===== src/rtl/alu_exec_stage.sv =====
// alu_exec_stage: executes ADD/SUB/AND/OR and hands results downstream through a two-entry skid buffer
module alu_exec_stage #(
    parameter int XLEN  = 32,
    parameter int CNT_W = 16
) (
    input  logic             clk,
    input  logic             rst,
    input  logic             in_valid,
    output logic             in_ready,
    input  logic [3:0]       alu_control,
    input  logic [XLEN-1:0]  operand_a,
    input  logic [XLEN-1:0]  operand_b,
    output logic             out_valid,
    input  logic             out_ready,
    output logic [XLEN-1:0]  result,
    output logic             zero,
    output logic             illegal_op,
    output logic [CNT_W-1:0] ops_done,
    output logic [CNT_W-1:0] illegal_cnt
);
    typedef enum logic [1:0] {EMPTY, ONE, FULL} buf_state_t;
    typedef struct packed {
        logic [XLEN-1:0] res;
        logic            zero;
        logic            ill;
    } entry_t;

    buf_state_t       state_q, state_d;
    entry_t           main_q, main_d, skid_q, skid_d, new_e;
    logic             in_ready_q, in_ready_d;
    logic [CNT_W-1:0] ops_done_q, ops_done_d, illegal_cnt_q, illegal_cnt_d;
    logic             fire_in, fire_out;

    assign fire_in     = in_valid & in_ready_q;
    assign fire_out    = out_valid & out_ready;
    assign in_ready    = in_ready_q;
    assign out_valid   = state_q != EMPTY;
    assign result      = main_q.res;
    assign zero        = main_q.zero;
    assign illegal_op  = main_q.ill;
    assign ops_done    = ops_done_q;
    assign illegal_cnt = illegal_cnt_q;

    // Decode the operation; illegal codes yield a zero result with zero flag forced low
    always_comb begin
        new_e.res = '0;
        new_e.ill = 1'b0;
        case (alu_control)
            4'b0010: new_e.res = operand_a + operand_b;
            4'b0110: new_e.res = operand_a - operand_b;
            4'b0000: new_e.res = operand_a & operand_b;
            4'b0001: new_e.res = operand_a | operand_b;
            default: new_e.ill = 1'b1;
        endcase
        new_e.zero = !new_e.ill && (new_e.res == '0);
    end

    // Buffer occupancy transitions, entry loading and counter updates
    always_comb begin
        state_d       = state_q;
        main_d        = main_q;
        skid_d        = skid_q;
        case (state_q)
            EMPTY: if (fire_in) begin
                main_d  = new_e;
                state_d = ONE;
            end
            ONE: if (fire_in && fire_out) begin
                main_d  = new_e;
            end else if (fire_in) begin
                skid_d  = new_e;
                state_d = FULL;
            end else if (fire_out) begin
                state_d = EMPTY;
            end
            FULL: if (fire_out) begin
                main_d  = skid_q;
                state_d = ONE;
            end
            default: state_d = EMPTY;
        endcase
        in_ready_d    = state_d != FULL;
        ops_done_d    = ops_done_q + CNT_W'(fire_out);
        illegal_cnt_d = (fire_in && new_e.ill && !(&illegal_cnt_q)) ? illegal_cnt_q + 1'b1 : illegal_cnt_q;
    end

    // State register with asynchronous reset discarding all buffered results
    always_ff @(posedge clk or posedge rst) begin
        if (rst) begin
            state_q       <= EMPTY;
            main_q        <= '0;
            skid_q        <= '0;
            in_ready_q    <= 1'b1;
            ops_done_q    <= '0;
            illegal_cnt_q <= '0;
        end else begin
            state_q       <= state_d;
            main_q        <= main_d;
            skid_q        <= skid_d;
            in_ready_q    <= in_ready_d;
            ops_done_q    <= ops_done_d;
            illegal_cnt_q <= illegal_cnt_d;
        end
    end
endmodule


===== config.mk =====
export PLATFORM = sky130hd
export DESIGN_NAME = alu_exec_stage
export DESIGN_NICKNAME = d
export VERILOG_FILES = /design/src/rtl/alu_exec_stage.sv
export SDC_FILE = /design/constraint.sdc
export NUM_CORES = 1
export LEC_CHECK = 0
export CAP_MARGIN = 20
export CORE_MARGIN = 10
export CORE_UTILIZATION = 45
export CTS_CLUSTER_DIAMETER = 80
export DETAILED_ROUTE_END_ITERATION = 8
export GPL_TIMING_DRIVEN = 1
export PLACE_DENSITY = 0.74
export SETUP_SLACK_MARGIN = 0.15
export SLEW_MARGIN = 15
export SYNTH_ARGS = -nofsm -noshare
export SYNTH_HDL_FRONTEND = slang
export SYNTH_SLANG_ARGS = --single-unit
export TNS_END_PERCENT = 20

===== constraint.sdc =====
create_clock -name clk -period 3.1 [get_ports clk]
set_input_delay 0.62 -clock clk [delete_from_list [all_inputs] [get_ports clk]]
set_output_delay 0.62 -clock clk [all_outputs]
set_load 0.005 [all_outputs]

==> impl_metrics.toml <==
[cts]
clock-sinks = 103
cts_tree = "yes"
htreeDepth = 3
cts_root_buffer = "clkbuf_16"
cts_made_buffers = 9
clk-insertion-delay-late_ps = 340
clk_pin_slew_ps = 70
clockBufferDepth = 2

[worst_setup_path]
critical_path.cell_chain = "buf_6, or3_4, or4_4, or3_4, or3_4, nor3_4, nand2_2, o31ai_4, xor2_1, ha_1, a21o_1, a21oi_2, o21ai_1, a221o_1, nor2_2, nand2_1, nor4_2, nand2_1, o31ai_2"
path_max_fanout = 5
startpoint_type = "input pin"
critPathRequiredTime_ps = 3360
cp.arrival_ps = 4850
cp_num_buf_inv = 1
cp_slowest_cell = "or4_4"
cp-end-kind = "flip-flop"
critPathMaxStageDelay_ps = 430
crit_type = "in2reg"
worst_path_most_repeated_cell = "or3_4"
path_delay_family = "simple AND/OR/NAND/NOR gates"

[detailed_routing]
dr.pass1.iters = 5
wirelength_um = 25750
wl_per_cell_um = 16.61
via_count = 8493
drtIter0Drc = 544
route.detailed.drc = 0
vias_per_cell = 5.479
antenna_left = 0

[synth]
synth_cell_types = 69
syn_area_sq_um = 7792
syn_inst = 967
synth-xor-area-share_pct = 9.538
synth_top_family_by_area = "simple AND/OR/NAND/NOR gates"
synth-warning-count = 0
synthSimpleGateAreaFrac_pct = 21.72
synth_edf_count = 0
synth-main-ff-cell = "dfrtp_1"
synth_area_per_cell_sq_um = 8.058
ys_ff_latch = 103
synth_fa_ha_area_share_pct = 9.794
muxShareOfSynthArea_pct = 1.670
async_reset_ff_share_pct = 100.0
syn-num-nets = 1077
ys_seq_area_share_pct = 33.09
synth_compound_area_share_pct = 20.20

[hold_path]
worstHoldPathType = "reg2reg"

[global_routing]
gr-total-overflow = 0
track_usage_pct = 21.91
antenna_found_initial = 0
grt_start_max_net_pins = 48
grt_pass1_wl_um = 41230
grt_pass1_vias = 8398

[die]
die_w_um = 151.6
io_pins = 140
die_h_um = 151.6
initial_core_util_pct = 45.53
rows = 48
die_area_sq_um = 22980
core_area_sq_um = 17120

[finish]
nets = 1430
fillers = 1345
final_common_cell = "buf_4"
post-route-util_pct = 71.21
stdcell_count = 1550
area_delta_synth_final_pct = 56.41
drive_gt1_share_pct = 30.64
layout_common_cells = "244 x buf_4, 170 x nand2_1, 124 x clkdlybuf4s50_1"
antennaDiodeCount = 0

[timing]
min_period_ps = 4592
final-setup-viol-count = 57
setup_tns_ps = -40460
rsz0062_at_grt = "true"
skew_ps = 6.594
hold_viol = 0
post-route-period-util_pct = 148.1
fmax_mhz = 217.8
maxSlewHeadroom_pct = 40.48
finalWorstSetupSlack_ps = -1492
worst_pin_slew_ps = 892.8
slew_violations = 0

[power_and_ir_drop]
p_sw_mw = 2.049
p_int_mw = 3.960
p_comb_share_pct = 45.7
p_per_area_nw_per_um2 = 493.1
p_sw_share_pct = 34.10
vdd_drop_max_uv = 330.4
seqPwrFrac_pct = 34.1
p_clk_share_pct = 20.1
p_leak_nw = 5.625

[placement]
portBuffers = 139
pre_cts_slack_ps = -2089
dp.cells = 1517
hpwl_um = 20360
gp_congestion = 0.9410

[outcome]
violations = "negative setup slack"
outcome = "finished, violations left"

[job]
maxCapViolCount = 0
-- cells by family (layout without fill, tap and decap cells) --
logic type | Yosys count | after routing
xor+xnor | 84 | 84
mux | 13 | 13
fa+ha+maj | 66 | 66
buf+inv | 71 | 429
simple gates | 376 | 376
flops | 103 | 103
compound gates | 254 | 254
-- metrics by stage --
step,total power [mW],cell area [sq um],hold WS (ps)
6_report,6.009,12190,473.9
2_1_floorplan,3.265,8128,444.7
3_5_place_dp,4.660,11310,462.0
3_3_place_gp,4.561,11310,456.1
4_1_cts,5.956,11910,477.6
5_1_grt,6.408,12190,494.2
-- power by group through the flow --
stage | Combinational (mW) | Sequential, mW | Clock, mW
CTS | 2.67 | 2.05 | 1.23
floorplan | 1.23 | 2.03 | 0
global route | 3.01 | 2.12 | 1.28
finish | 2.75 | 2.05 | 1.21
global placement | 2.52 | 2.04 | 0
detailed placement | 2.60 | 2.06 | 0
-- worst paths after layout --
check | from | to | cells past startpoint | slack (ps)
setup / recovery | operand_b[11] | zero | 19 | -1490
hold / removal | result[27] | result[27] | 1 | 470
setup reg to reg | illegal_cnt[8] | illegal_cnt[13] | 9 | 800
hold reg to reg | result[27] | result[27] | 1 | 470
max in group asynchronous | rst | result[20] | 3 | 1830
min in group asynchronous | rst | skid_q[16] | 2 | 660
-- Yosys cell counts, types with 14 or more instances --
| cell type | count | area [sq um] |
|---|---|---|
| a21oi_1 | 45 | 225.2 |
| clkbuf_1 | 39 | 146.4 |
| dfrtp_1 | 102 | 2552 |
| ha_1 | 37 | 462.9 |
| inv_1 | 19 | 71.32 |
| maj3_1 | 28 | 280.3 |
| nand2_1 | 178 | 668.1 |
| nand3_1 | 27 | 135.1 |
| nand4_1 | 14 | 87.58 |
| nor2_1 | 74 | 277.8 |
| nor3_1 | 23 | 115.1 |
| o21ai_0 | 104 | 520.5 |
| xnor2_1 | 45 | 394.1 |
| xor2_1 | 38 | 332.8 |
-- state kept, by name (all words and copies together) (netlist names) --
signal       cells
state_q          2
result          32
skid_q          34
illegal_op       1
in_ready         1
ops_done        16
zero             1
illegal_cnt     16
-- layout make-up --
type                    instances  area [sq um]  area share (%)
well taps                     225         281.5           2.310
flip-flops and latches        103          2579           21.16
clock inverters                 3         65.06          0.5338
clock buffers                  13         260.3           2.135
repair buffers                394          3377           27.71
multi-input cells             793          5552           45.55
inverters                      19         73.82          0.6057
-- routing by layer --
| layer | routed length (um) | share of wire [%] | global-route usage, % | up-vias |
|---|---|---|---|---|
| li1 | - | - | - | 4149 |
| met3 | 1507 | 5.9 | 2.762 | 38 |
| met2 | 12150 | 47 | 36.60 | 255 |
| met1 | 11500 | 45 | 28.93 | 4051 |
| met4 | 589 | 2.3 | 6.816 | 0 |
| met5 | 0 | 0 | 0 | - |
-- repair_timing --
item | in CTS | in global routing
pin swaps | 44 | 46
setup buffers | 7 | 10
hold buffers | 0 | 0
gates cloned | 0 | 0
gates resized for setup | 85 | 56
endpoints found under the setup margin | 61 | 62
(Power assumes the default switching activity.)
